==> config.mk <==
export PLATFORM = sky130hd
export DESIGN_NAME = cordic_vector_8
export DESIGN_NICKNAME = d
export VERILOG_FILES = /design/src/rtl/cordic_pkg.sv /design/src/rtl/cordic_vec_step.sv /design/src/rtl/cordic_vector_8.sv
export SDC_FILE = /design/constraint.sdc
export NUM_CORES = 1
export LEC_CHECK = 0
export ABC_AREA = 0
export BUFFER_PORTS_ARGS = -buffer_cell sky130_fd_sc_hd__buf_4
export CORE_MARGIN = 8
export CORE_UTILIZATION = 56
export DETAILED_ROUTE_END_ITERATION = 16
export PLACE_DENSITY = 0.84
export SLEW_MARGIN = 20
export SYNTH_ARGS = -nofsm -noshare
export SYNTH_HDL_FRONTEND = slang
export SYNTH_SLANG_ARGS = --single-unit
==> constraint.sdc <==
create_clock -name clk -period 4.86 [get_ports clk]
set_input_delay 0.486 -clock clk [delete_from_list [all_inputs] [get_ports clk]]
set_output_delay 0.486 -clock clk [all_outputs]
set_load 0.05 [all_outputs]
==> src/rtl/cordic_pkg.sv <==
// -----------------------------------------------------------------------------
// cordic_pkg
// Shared constants and types for the CORDIC blocks (rotation and vectoring).
//   ATAN_TABLE : atan(2^-i) in 32-bit binary-angle units (2^32 = 2*pi), i=0..15
//   ANGLE_PI_2 : pi/2 in the same units
//   cordic_state_t : control states of the iterative vectoring engine
// -----------------------------------------------------------------------------
package cordic_pkg;

    localparam int ATAN_ENTRIES = 16;

    localparam logic [31:0] ANGLE_PI_2 = 32'h4000_0000;

    localparam logic [31:0] ATAN_TABLE [ATAN_ENTRIES] = '{
        32'h2000_0000, 32'h12E4_051D, 32'h09FB_385B, 32'h0511_11D4,
        32'h028B_0D43, 32'h0145_D7E1, 32'h00A2_F61E, 32'h0051_7C55,
        32'h0028_BE53, 32'h0014_5F2F, 32'h000A_2F98, 32'h0005_17CC,
        32'h0002_8BE6, 32'h0001_45F3, 32'h0000_A2FA, 32'h0000_517D
    };

    typedef enum logic [1:0] {
        IDLE = 2'd0,
        BUSY = 2'd1,
        DONE = 2'd2
    } cordic_state_t;

endpackage : cordic_pkg

==> src/rtl/cordic_vec_step.sv <==
// -----------------------------------------------------------------------------
// cordic_vec_step
// One combinational vectoring micro-rotation. The sign of y selects the
// rotation direction that drives y towards zero; z accumulates the angle
// rotated so far.
//   x, y     : current vector (signed, W bits)
//   z        : current accumulated angle (32-bit binary angle)
//   i        : iteration index, selects shift amount and atan entry
//   x_next, y_next, z_next : vector and angle after this micro-rotation
// -----------------------------------------------------------------------------
module cordic_vec_step
    import cordic_pkg::*;
#(
    parameter int W = 10
) (
    input  logic signed [W-1:0] x,
    input  logic signed [W-1:0] y,
    input  logic        [31:0]  z,
    input  logic        [3:0]   i,
    output logic signed [W-1:0] x_next,
    output logic signed [W-1:0] y_next,
    output logic        [31:0]  z_next
);

    logic signed [W-1:0] x_sh;
    logic signed [W-1:0] y_sh;

    // Arithmetic shifts: negative values round towards minus infinity.
    assign x_sh = x >>> i;
    assign y_sh = y >>> i;

    always_comb begin
        if (!y[W-1]) begin
            // y >= 0: rotate clockwise, the phase grows.
            x_next = x + y_sh;
            y_next = y - x_sh;
            z_next = z + ATAN_TABLE[i];
        end else begin
            x_next = x - y_sh;
            y_next = y + x_sh;
            z_next = z - ATAN_TABLE[i];
        end
    end

endmodule : cordic_vec_step

==> src/rtl/cordic_vector_8.sv <==
// -----------------------------------------------------------------------------
// cordic_vector_8
// Iterative CORDIC vectoring engine: (Xin, Yin) -> (K*|v|, atan2(Yin, Xin)).
// One micro-rotation per clock, STG micro-rotations per vector.
//   clk, rst_n          : clock, synchronous active-low reset
//   in_valid / in_ready : input handshake, Xin/Yin captured on acceptance
//   Xin, Yin            : signed input vector
//   out_valid/out_ready : output handshake
//   Mag                 : magnitude scaled by the CORDIC gain K (unsigned)
//   Phase               : 32-bit binary angle, 0x40000000 = pi/2
// -----------------------------------------------------------------------------
module cordic_vector_8
    import cordic_pkg::*;
#(
    parameter int BIT_WIDTH = 8,
    parameter int STG       = 8
) (
    input  logic                        clk,
    input  logic                        rst_n,
    input  logic                        in_valid,
    output logic                        in_ready,
    input  logic signed [BIT_WIDTH-1:0] Xin,
    input  logic signed [BIT_WIDTH-1:0] Yin,
    output logic                        out_valid,
    input  logic                        out_ready,
    output logic        [BIT_WIDTH+1:0] Mag,
    output logic        [31:0]          Phase
);

    // Two guard bits: one for negating the most negative input, one for the
    // CORDIC gain (|X| stays below 2^(BIT_WIDTH+1)).
    localparam int W     = BIT_WIDTH + 2;
    localparam int CNT_W = (STG > 1) ? $clog2(STG) : 1;
    localparam logic [CNT_W-1:0] LAST_ITER = CNT_W'(STG - 1);

    cordic_state_t state_q;
    cordic_state_t state_d;

    logic signed [W-1:0] x_q;
    logic signed [W-1:0] y_q;
    logic        [31:0]  z_q;
    logic [CNT_W-1:0]    cnt_q;

    logic signed [W-1:0] x_ext;
    logic signed [W-1:0] y_ext;
    logic signed [W-1:0] x_load;
    logic signed [W-1:0] y_load;
    logic        [31:0]  z_load;

    logic signed [W-1:0] x_step;
    logic signed [W-1:0] y_step;
    logic        [31:0]  z_step;

    logic accept;
    logic last_iter;

    // ------------------------------------------------------------------
    // Pre-rotation into the right half-plane by +/- pi/2 so the
    // micro-rotations only have to cover +/- ~99.9 degrees.
    // ------------------------------------------------------------------
    assign x_ext = W'(Xin);
    assign y_ext = W'(Yin);

    always_comb begin
        // NOTE: every signal gets a default before the branches, so no path leaves it unassigned and no latch is inferred.
        x_load = x_ext;
        y_load = y_ext;
        z_load = '0;
        if (x_ext[W-1]) begin
            if (!y_ext[W-1]) begin
                x_load = y_ext;
                y_load = -x_ext;
                z_load = ANGLE_PI_2;
            end else begin
                x_load = -y_ext;
                y_load = x_ext;
                z_load = -ANGLE_PI_2;
            end
        end
    end

    // ------------------------------------------------------------------
    // Single shared micro-rotation, stepped by the iteration counter.
    // ------------------------------------------------------------------
    cordic_vec_step #(
        .W (W)
    ) u_step (
        .x      (x_q),
        .y      (y_q),
        .z      (z_q),
        .i      (4'(cnt_q)),
        .x_next (x_step),
        .y_next (y_step),
        .z_next (z_step)
    );

    // ------------------------------------------------------------------
    // Control FSM
    // ------------------------------------------------------------------
    assign last_iter = (cnt_q == LAST_ITER);

    always_comb begin
        state_d = state_q;
        accept  = 1'b0;
        case (state_q)
            IDLE: begin
                if (in_valid) begin
                    accept  = 1'b1;
                    state_d = BUSY;
                end
            end
            BUSY: begin
                if (last_iter) begin
                    state_d = DONE;
                end
            end
            DONE: begin
                if (out_ready) begin
                    state_d = IDLE;
                end
            end
            default: state_d = IDLE;
        endcase
    end

    // NOTE: sequential state uses non-blocking assignments so every register samples pre-edge values.
    always_ff @(posedge clk) begin
        if (!rst_n) begin
            state_q <= IDLE;
        end else begin
            state_q <= state_d;
        end
    end

    // ------------------------------------------------------------------
    // Datapath registers. X and Z double as the result registers: they are
    // frozen outside BUSY, so Mag/Phase hold until the next acceptance.
    // ------------------------------------------------------------------
    always_ff @(posedge clk) begin
        if (!rst_n) begin
            x_q   <= '0;
            y_q   <= '0;
            z_q   <= '0;
            cnt_q <= '0;
        end else if (accept) begin
            x_q   <= x_load;
            y_q   <= y_load;
            z_q   <= z_load;
            cnt_q <= '0;
        end else if (state_q == BUSY) begin
            x_q   <= x_step;
            y_q   <= y_step;
            z_q   <= z_step;
            cnt_q <= cnt_q + 1'b1;
        end
    end

    assign in_ready  = (state_q == IDLE);
    assign out_valid = (state_q == DONE);
    // X is non-negative after pre-rotation, so its bits read as unsigned.
    assign Mag       = x_q[W-1:0];
    assign Phase     = z_q;

endmodule : cordic_vector_8

==> flow_metrics.env, run 1 <==
export IMPL_hold_viol=0
export IMPL_reg2reg_slack_ps=390
export IMPL_fmax_mhz=223.7
export IMPL_clock_skew_ps=7.044
export IMPL_power_switching_mw=2.047
export IMPL_diodes=0
export IMPL_ant_nets=0
export IMPL_grtUsageMet2=0.3583
export IMPL_crit_arrival_ps=4700
export IMPL_syn_to_final_growth_pct=12.93
export IMPL_met1_usage=0.3027
export IMPL_pre_cts_ws_ps=375.9
export IMPL_swShare=0.4880
export IMPL_antenna_found_initial=0
export IMPL_ys_types=74
export IMPL_async_reset_ff_frac=0
export IMPL_postCtsHoldBufs=0
export IMPL_hpwl_mm=12.98
export IMPL_power_density_mw_per_mm2=560.2
export IMPL_wl_per_cell_um=17.51
export IMPL_finalPower_mw=4.194
export IMPL_clockRootBuffer="clkbuf_16"
export IMPL_cts_clk_slew_worst_paths_ps=60
export IMPL_whs_ps=495.7
export IMPL_overflow=0
export IMPL_ys_ff_latch=57
export IMPL_vias=6506
export IMPL_yosysWarnings=0
export IMPL_totalWireLength_mm=18.26
export IMPL_route_detailed_drc=0
export IMPL_track_usage=0.2274
export IMPL_cts_max_level=3
export IMPL_hold_class="in -> reg"
export IMPL_syn_inst=858
export IMPL_top_usage_layer="met2"
export IMPL_r2r_start="cnt_q[1]$_SDFFE_PP0P_"
export IMPL_final_nets=980
export IMPL_intPower_mw=2.147
export IMPL_grt_max_degree=61
export IMPL_timing_final_ws_setup_ps=389.9
export IMPL_start_kind="flip-flop"
export IMPL_reg2reg_depth=18
export IMPL_dr_pass1_iters=5
export IMPL_cp_max_fo=8
export IMPL_fin_crit_ps=4470
export IMPL_ir_drop_mv=0.3779
export IMPL_cap_violations=0
export IMPL_final_util=0.6529
export IMPL_dieArea_mm2=0.01558
export IMPL_fin_setup_tns_ps=0
export IMPL_r2r_end="Phase[28]$_SDFFE_PN0P_"
export IMPL_seq_power_share=0.168
export IMPL_fill_cells=915
export IMPL_rows=39
export IMPL_syn_avg_cell_area_um2=7.727
export IMPL_clock_sinks=57
export IMPL_synthFlopType="dfxtp_1"
export IMPL_relSlewSlack=0.2945
export IMPL_io_pins=64
export IMPL_drt_initial_drc_count=512
export IMPL_hold_path_startpoint="out_ready"
export IMPL_vias_per_cell=6.238
export IMPL_slew_violations=0
export IMPL_rsz0062_at_grt="false"
export IMPL_port_buffers=63
export IMPL_cp_required_ps=5090
export IMPL_worst_pin_slew_ps=1057
export IMPL_synthesis_area_mm2=0.006630
export IMPL_hold_path_depth=4
export IMPL_grt_pass1_wl_mm=30.28
export IMPL_layout_drive_gt1_share=0.1400
export IMPL_pwr_share_clk=0.156
export IMPL_cts_buffers=9
export IMPL_status="finished, final reports clean"
export IMPL_synth_edf_count=0
export IMPL_die_x_um=124.8
export IMPL_place_gp_congestion=0.9071
export IMPL_grt_pass1_vias=6114
export IMPL_critPathKind="reg -> reg"
export IMPL_p_comb_frac=0.677
export IMPL_clock_latency_ps=340
export IMPL_core_area_mm2=0.01147
export IMPL_syn_num_nets=943
export IMPL_clock_tree_buffer_depth=2
export IMPL_p_leak_nw=3.364
export IMPL_initial_utilization=0.5782
export IMPL_period_share=0.9198
export IMPL_min_to="state_q[1]$_SDFFE_PN0P_"
export IMPL_end_kind="flip-flop"
export IMPL_use_met3=0.04723
export IMPL_finalSetupViolCount=0
export IMPL_die_y_um=124.8
export IMPL_cts_tree="yes"
export IMPL_seq_area_frac_synth=0.1721
[through the flow]
| step | area [um^2] | instances |
|---|---|---|
| 2_1_floorplan | 6630 | 858 |
| 3_3_place_gp | 7187 | 1027 |
| 3_5_place_dp | 7187 | 1027 |
| 4_1_cts | 7485 | 1043 |
| 5_1_grt | 7487 | 1043 |
| 6_report | 7487 | 1043 |
[worst max-delay path, cell delays in order (launching register included)]
cell	delay, ps
dfxtp_1	500
inv_2	60
ha_1	310
nor2_2	230
nand3_1	200
nor2_1	130
nor2_1	50
buf_4	190
o22a_1	250
fa_1	430
a21oi_1	230
a2bb2oi_1	250
a22oi_1	150
a41o_1	310
a21oi_1	240
o21ai_1	120
and2_1	190
o2111a_1	230
o31a_1	280
[synth_stat cells (4+ instances only)]
| cell type | count | share of area |
|---|---|---|
| a211oi_1 | 9 | 0.010 |
| a21boi_0 | 10 | 0.011 |
| a21o_1 | 21 | 0.024 |
| a21oi_1 | 74 | 0.056 |
| a22oi_1 | 14 | 0.016 |
| a31oi_1 | 15 | 0.014 |
| and2_1 | 12 | 0.011 |
| and3_1 | 4 | 0.0038 |
| buf_1 | 7 | 0.0040 |
| buf_2 | 4 | 0.0030 |
| clkbuf_1 | 39 | 0.022 |
| dfxtp_1 | 57 | 0.17 |
| ha_1 | 62 | 0.12 |
| inv_1 | 31 | 0.018 |
| inv_2 | 4 | 0.0023 |
| mux2i_1 | 27 | 0.041 |
| mux4_2 | 9 | 0.031 |
| nand2_1 | 69 | 0.039 |
| nand2b_1 | 7 | 0.0066 |
| nand3_1 | 30 | 0.023 |
| nand4_1 | 9 | 0.0085 |
| nor2_1 | 61 | 0.035 |
| nor2b_1 | 24 | 0.023 |
| nor3_1 | 14 | 0.011 |
| o211a_1 | 7 | 0.011 |
| o211ai_1 | 11 | 0.012 |
| o21a_1 | 8 | 0.0091 |
| o21ai_0 | 46 | 0.035 |
| o21ai_1 | 10 | 0.0075 |
| o21bai_1 | 10 | 0.011 |
| o31ai_1 | 5 | 0.0057 |
| or3_1 | 7 | 0.0066 |
| xnor2_1 | 47 | 0.062 |
| xor2_1 | 37 | 0.049 |
[metal layers]
layer	share of wire	vias up	routed length, um
li1	-	3188	-
met1	0.45	3014	8192
met2	0.45	274	8257
met3	0.082	30	1504
met4	0.017	0	304
met5	0	-	0
[sequential cells by signal, indices dropped and copies added, names as in the netlist]
register  count
Mag          10
Phase        32
state_q       2
cnt_q         3
y_q          10
[how the worst max path moves through the flow]
stage	from	depth (start not counted)	to
after floorplan	cnt_q[0]$_SDFFE_PP0P_	18	Phase[25]$_SDFFE_PN0P_
after global placement	cnt_q[1]$_SDFFE_PP0P_	18	Phase[28]$_SDFFE_PN0P_
after detailed placement	cnt_q[1]$_SDFFE_PP0P_	18	Phase[28]$_SDFFE_PN0P_
after CTS	cnt_q[1]$_SDFFE_PP0P_	18	Phase[28]$_SDFFE_PN0P_
after global routing	cnt_q[1]$_SDFFE_PP0P_	18	Phase[28]$_SDFFE_PN0P_
final	cnt_q[1]$_SDFFE_PP0P_	18	Phase[28]$_SDFFE_PN0P_
[what timing repair did]
item,in CTS,in global routing
resized for setup,0,1
setup buffers,0,0
endpoints found under the setup margin,0,1
[placed cells by master (no fill, tap or decap), types with 14 or more instances in the layout]
| master | n |
|---|---|
| buf_4 | 78 |
| a21oi_1 | 74 |
| nand2_1 | 69 |
| ha_1 | 62 |
| nor2_1 | 59 |
| dfxtp_1 | 57 |
| xnor2_1 | 47 |
| o21ai_0 | 46 |
| xor2_1 | 37 |
| inv_1 | 31 |
| nand3_1 | 30 |
| mux2i_1 | 27 |
| nor2b_1 | 23 |
| a21o_1 | 21 |
| a31oi_1 | 15 |
| nor3_1 | 14 |
| a22oi_1 | 14 |
[cell families (layout without fill, tap and decap cells)]
family / count (synthesis) / after routing / synth area share
muxes: 41 / 41 / 0.08492
adders and majority gates: 65 / 65 / 0.1261
and+or+nand+nor: 256 / 256 / 0.1914
DFF: 57 / 57 / 0.1721
buffers and inverters: 87 / 129 / 0.05227
AOI/OAI and AO/OA: 268 / 268 / 0.2623
xor gates and xnor gates: 84 / 84 / 0.1110
[power by group through the flow]
stage | registers [mW] | logic, mW | clock network (mW)
5_1_grt | 0.716 | 3.13 | 0.674
2_1_floorplan | 0.925 | 1.98 | 0
3_3_place_gp | 0.706 | 2.73 | 0
3_5_place_dp | 0.706 | 2.77 | 0
6_report | 0.704 | 2.84 | 0.653
4_1_cts | 0.700 | 2.81 | 0.652
[area by class of cell]
class                   count  area (um^2)  area share
clock buffers              11        242.7     0.03242
clock inverters             5        55.05    0.007353
inverters                  35        131.4     0.01755
multi-input cells         714         5152      0.6882
flip-flops and latches     57         1141      0.1524
well taps                 143        178.9     0.02390
repair buffers             78        585.6     0.07821
Power figures use the tool's default switching activity.
==> run 2, diff against run 1 <==
Settings changed: BUFFER_PORTS_ARGS -buffer_cell sky130_fd_sc_hd__buf_4 to not set, CORE_UTILIZATION 56 to 60, DONT_BUFFER_PORTS set to 1.
==> flow_metrics.env, run 2 (synthesis gave the netlist of run 1 again) <==
export IMPL_ctsResizeCount=0
export IMPL_hold_class="in -> reg"
export IMPL_path_delay_family="compound AO/OA/AOI/OAI gates"
export IMPL_layout_commonest_cell="a21oi_1"
export IMPL_hpwl_mm=12.72
export IMPL_largest_reg_flops=32
export IMPL_post_cts_setup_buffer_count=0
export IMPL_power_density_mw_per_mm2=563.7
export IMPL_cp_slowest_cell="fa_1"
export IMPL_rsz0062_at_grt="false"
export IMPL_rows=38
export IMPL_vias=6355
export IMPL_fmax_mhz=220.8
export IMPL_end_kind="flip-flop"
export IMPL_cts_max_level=3
export IMPL_reg2reg_depth=18
export IMPL_worst_pin_slew_ps=1006
export IMPL_ir_drop_mv=0.3375
export IMPL_wl_per_cell_um=18.18
export IMPL_cts_clk_slew_worst_paths_ps=80
export IMPL_hold_viol=0
export IMPL_final_area_mm2=0.006935
export IMPL_slowest_delay_ps=440
export IMPL_r2r_end="Phase[28]$_SDFFE_PN0P_"
export IMPL_slew_violations=0
export IMPL_grt_max_degree=61
export IMPL_critPathKind="reg -> reg"
export IMPL_route_detailed_drc=0
export IMPL_cp_required_ps=5120
export IMPL_clock_skew_ps=10.20
export IMPL_cp_common_cell="nor2_1"
export IMPL_hold_path_startpoint="rst_n"
export IMPL_postCtsHoldBufs=0
export IMPL_cap_violations=0
export IMPL_status="finished, final reports clean"
export IMPL_crit_path_cell_trace="inv_2, ha_1, nor2_1, nand3_1, nor2_1, nor2_1, buf_4, o22a_1, fa_1, a21oi_1, a2bb2oi_1, a22oi_1, a41o_1, a21oi_1, o21ai_1, and2_1, o2111a_1, o31a_1"
export IMPL_totalWireLength_mm=17.80
export IMPL_syn_to_final_growth_pct=4.605
export IMPL_placed_cell_area_mm2=0.006725
export IMPL_track_usage=0.2418
export IMPL_hold_path_depth=1
export IMPL_dr_pass1_iters=6
export IMPL_min_to="Phase[13]$_SDFFE_PN0P_"
export IMPL_cp_max_fo=7
export IMPL_dieArea_mm2=0.01467
export IMPL_clock_sinks=57
export IMPL_drt_initial_drc_count=594
export IMPL_antenna_found_initial=0
export IMPL_fin_crit_ps=4529
export IMPL_vias_per_cell=6.491
export IMPL_diodes=0
export IMPL_crit_arrival_ps=4790
export IMPL_die_y_um=121.1
export IMPL_r2r_start="cnt_q[1]$_SDFFE_PP0P_"
export IMPL_overflow=0
export IMPL_layout_drive_gt1_share=0.07628
export IMPL_start_kind="flip-flop"
export IMPL_die_x_um=121.1
export IMPL_clock_latency_ps=370
export IMPL_core_area_mm2=0.01079
export IMPL_fin_setup_tns_ps=0
export IMPL_clock_tree_buffer_depth=2
export IMPL_cp_buffers_inverters=2
export IMPL_cts_tree="yes"
export IMPL_finalPower_mw=3.909
export IMPL_initial_utilization=0.6143
export IMPL_p_leak_nw=3.014
export IMPL_relSlewSlack=0.3277
export IMPL_io_pins=64
export IMPL_final_cell_mix="a21oi_1, nand2_1, ha_1"
export IMPL_grt_pass1_vias=5711
export IMPL_final_nets=919
export IMPL_place_gp_congestion=0.9148
export IMPL_period_share=0.9318
export IMPL_cts_buffers=9
export IMPL_reg2reg_slack_ps=330
export IMPL_port_buffers=0
export IMPL_clockRootBuffer="clkbuf_8"
export IMPL_grt_pass1_wl_mm=29.13
export IMPL_ant_nets=0
export IMPL_finalSetupViolCount=0
==> run 2: cell types whose count changed in the layout (fill, tap and decap cells not counted) <==
cell        before  now
clkbuf_16        9    0
bufinv_16        1    2
nor2_2           2    1
clkbuf_8         1    9
clkinvlp_4       2    1
buf_4           78   17
nor2_1          59   60
clkinv_2         2    3
==> run 2: how the worst max path moves through the flow <==
stage                                startpoint                      to  slack (ps)  cells after the start
final                     cnt_q[1]$_SDFFE_PP0P_  Phase[28]$_SDFFE_PN0P_         330                     18
after global placement    cnt_q[1]$_SDFFE_PP0P_  Phase[28]$_SDFFE_PN0P_         580                     18
after CTS                 cnt_q[1]$_SDFFE_PP0P_  Phase[28]$_SDFFE_PN0P_         410                     18
after floorplan           cnt_q[0]$_SDFFE_PP0P_  Phase[25]$_SDFFE_PN0P_         300                     18
after detailed placement  cnt_q[1]$_SDFFE_PP0P_  Phase[28]$_SDFFE_PN0P_         460                     18
after global routing      cnt_q[1]$_SDFFE_PP0P_  Phase[28]$_SDFFE_PN0P_          50                     18
==> run 2: layout make-up <==
class	count	area, um^2
clock buffer	10	127.6
timing repair buffer	17	127.6
tap	140	175.2
multi-input combinational	714	5150
clock inverter	6	82.58
fill	867	3857
sequential	57	1141
inverter	35	131.4
==> run 2: through the flow <==
stage                     instances    util  hold slack [ps]  worst slack (ps)
after global routing            979  0.6426            243.5             51.70
after global placement          963  0.6231            559.9             579.4
final                           979  0.6426            242.2             331.3
after CTS                       979  0.6426            235.9             407.6
after floorplan                 858       -            517.2             300.0
after detailed placement        963  0.6231            583.8             458.0
==> run 2: report_power, final <==
part / internal [mW] / switching [mW]
Clock: 0.286 / 0.220
Combinational: 1.07 / 1.36
Sequential: 0.564 / 0.405
Total: 1.92 / 1.99
==> run 2: routing by layer <==
layer  vias to the layer above  wire length, um  track usage
met5                         -                0            0
met4                         0              301      0.08743
met3                        26             1581      0.04281
met2                       278             7963       0.3793
met1                      2986             7955       0.3245
li1                       3065                -            -
==> run 3, diff against run 2 <==
Settings changed: CORE_UTILIZATION 60 to 65, PLACE_DENSITY 0.84 to 0.86.
Clock period 4.86 ns to 4.9 ns, I/O delays scaled along.
==> flow_metrics.env, run 3 (synthesis gave the netlist of run 1 again) <==
export IMPL_status="finished, final reports clean"
export IMPL_cp_buffers_inverters=1
export IMPL_fin_crit_ps=4583
export IMPL_clock_skew_ps=12.90
export IMPL_clock_sinks=57
export IMPL_final_cell_mix="a21oi_1, nand2_1, ha_1"
export IMPL_totalWireLength_mm=18.19
export IMPL_layout_commonest_cell="a21oi_1"
export IMPL_cts_buffers=9
export IMPL_start_kind="flip-flop"
export IMPL_regArea_mm2=0.001141
export IMPL_reg2reg_slack_ps=320
export IMPL_power_density_mw_per_mm2=567.2
export IMPL_rows=37
export IMPL_antenna_found_initial=0
export IMPL_fin_setup_tns_ps=0
export IMPL_layout_drive_gt1_share=0.07194
export IMPL_initial_utilization=0.6570
export IMPL_crit_path_cell_trace="inv_2, ha_1, nor2_1, nand3_1, nor2_1, nor2_1, o22a_1, fa_1, a21oi_1, a2bb2oi_1, a22oi_1, a41o_1, a21oi_1, o21ai_1, and2_1, o2111a_1, o31a_1"
export IMPL_die_x_um=117.0
export IMPL_hold_path_startpoint="rst_n"
export IMPL_cp_required_ps=5150
export IMPL_fill_cells=865
export IMPL_cap_violations=0
export IMPL_cts_tree="yes"
export IMPL_port_buffers=0
export IMPL_hold_viol=0
export IMPL_post_cts_setup_buffer_count=0
export IMPL_path_delay_family="compound AO/OA/AOI/OAI gates"
export IMPL_vias=6439
export IMPL_worst_pin_slew_ps=1056
export IMPL_finalSetupViolCount=0
export IMPL_wl_per_cell_um=18.75
export IMPL_r2r_end="Phase[28]$_SDFFE_PN0P_"
export IMPL_cts_clk_slew_worst_paths_ps=80
export IMPL_track_usage=0.2780
export IMPL_clockRootBuffer="clkbuf_8"
export IMPL_diodes=0
export IMPL_dieArea_mm2=0.01369
export IMPL_hold_class="in -> reg"
export IMPL_rsz0062_at_grt="false"
export IMPL_slew_violations=0
export IMPL_core_area_mm2=0.01009
export IMPL_timing_final_ws_setup_ps=316.8
export IMPL_end_kind="flip-flop"
export IMPL_die_y_um=117.0
export IMPL_reg2reg_depth=17
export IMPL_io_pins=64
export IMPL_cp_slowest_cell="fa_1"
export IMPL_min_to="Phase[0]$_SDFFE_PN0P_"
export IMPL_ant_nets=0
export IMPL_clock_latency_ps=360
export IMPL_clock_tree_buffer_depth=2
export IMPL_slowest_delay_ps=440
export IMPL_grt_max_degree=61
export IMPL_crit_arrival_ps=4840
export IMPL_cts_max_level=3
export IMPL_postCtsHoldBufs=0
export IMPL_p_leak_nw=2.980
export IMPL_cp_max_fo=13
export IMPL_place_gp_congestion=0.9667
export IMPL_vias_per_cell=6.638
export IMPL_cp_common_cell="nor2_1"
export IMPL_relSlewSlack=0.2954
export IMPL_largest_reg_flops=32
export IMPL_ir_drop_mv=0.3233
export IMPL_route_detailed_drc=0
export IMPL_fmax_mhz=218.2
export IMPL_r2r_start="cnt_q[0]$_SDFFE_PP0P_"
export IMPL_ctsResizeCount=0
export IMPL_multiInputGateArea_mm2=0.005150
export IMPL_hpwl_mm=13.19
export IMPL_drt_initial_drc_count=592
export IMPL_grt_pass1_vias=6167
export IMPL_hold_path_depth=1
export IMPL_final_util=0.6839
export IMPL_final_nets=914
export IMPL_critPathKind="reg -> reg"
export IMPL_dr_pass1_iters=5
export IMPL_pre_cts_ws_ps=482.9
export IMPL_syn_to_final_growth_pct=4.095
export IMPL_overflow=0
export IMPL_period_share=0.9353
export IMPL_grt_pass1_wl_mm=30.42
## run 3: cell types whose count changed in the layout (fill, tap and decap cells not counted), sizes merged
cell      change
buf           -5
clkbuf        -1
clkinv        -2
clkinvlp      +3
## run 3: how the worst max path moves through the flow
| stage | start | endpoint | slack (ps) | depth (start not counted) |
|---|---|---|---|---|
| 2_1_floorplan | cnt_q[0]$_SDFFE_PP0P_ | Phase[25]$_SDFFE_PN0P_ | 340 | 18 |
| 3_3_place_gp | cnt_q[0]$_SDFFE_PP0P_ | Phase[28]$_SDFFE_PN0P_ | 660 | 17 |
| 3_5_place_dp | cnt_q[0]$_SDFFE_PP0P_ | Phase[28]$_SDFFE_PN0P_ | 480 | 17 |
| 4_1_cts | cnt_q[0]$_SDFFE_PP0P_ | Phase[28]$_SDFFE_PN0P_ | 410 | 17 |
| 5_1_grt | cnt_q[0]$_SDFFE_PP0P_ | Phase[28]$_SDFFE_PN0P_ | 40 | 17 |
| 6_report | cnt_q[0]$_SDFFE_PP0P_ | Phase[28]$_SDFFE_PN0P_ | 320 | 17 |
## run 3: stage by stage
step                      hold WS [ps]  power, mW  instances  instance area, um^2
final                            253.3      3.914        970                 6902
after global routing             243.3      4.209        970                 6902
after CTS                        239.1      3.877        970                 6902
after detailed placement         587.6      3.339        954                 6683
after global placement           584.7      3.251        954                 6683
after floorplan                  517.2      2.880        858                 6630
## run 3: layer usage
layer  up-vias  track usage  wire length [um]
met2       311       0.4351              8218
met5         -            0                 0
met4         0       0.1092               439
met3        41      0.07029              1931
met1      3031       0.3589              7597
li1       3056            -                 -
## run 3: final cells by class
class	instances	share of cell area
Multi-Input combinational cell	714	0.7462
Inverter	35	0.01904
Tap cell	136	0.02466
Clock inverter	7	0.01378
Timing Repair Buffer	12	0.01305
Sequential cell	57	0.1653
Clock buffer	9	0.01795
## run 3: power breakdown
part / leakage (nW) / internal [mW] / switching [mW]
Clock: 0.0975 / 0.285 / 0.226
Sequential: 0.468 / 0.559 / 0.398
Combinational: 2.41 / 1.06 / 1.39
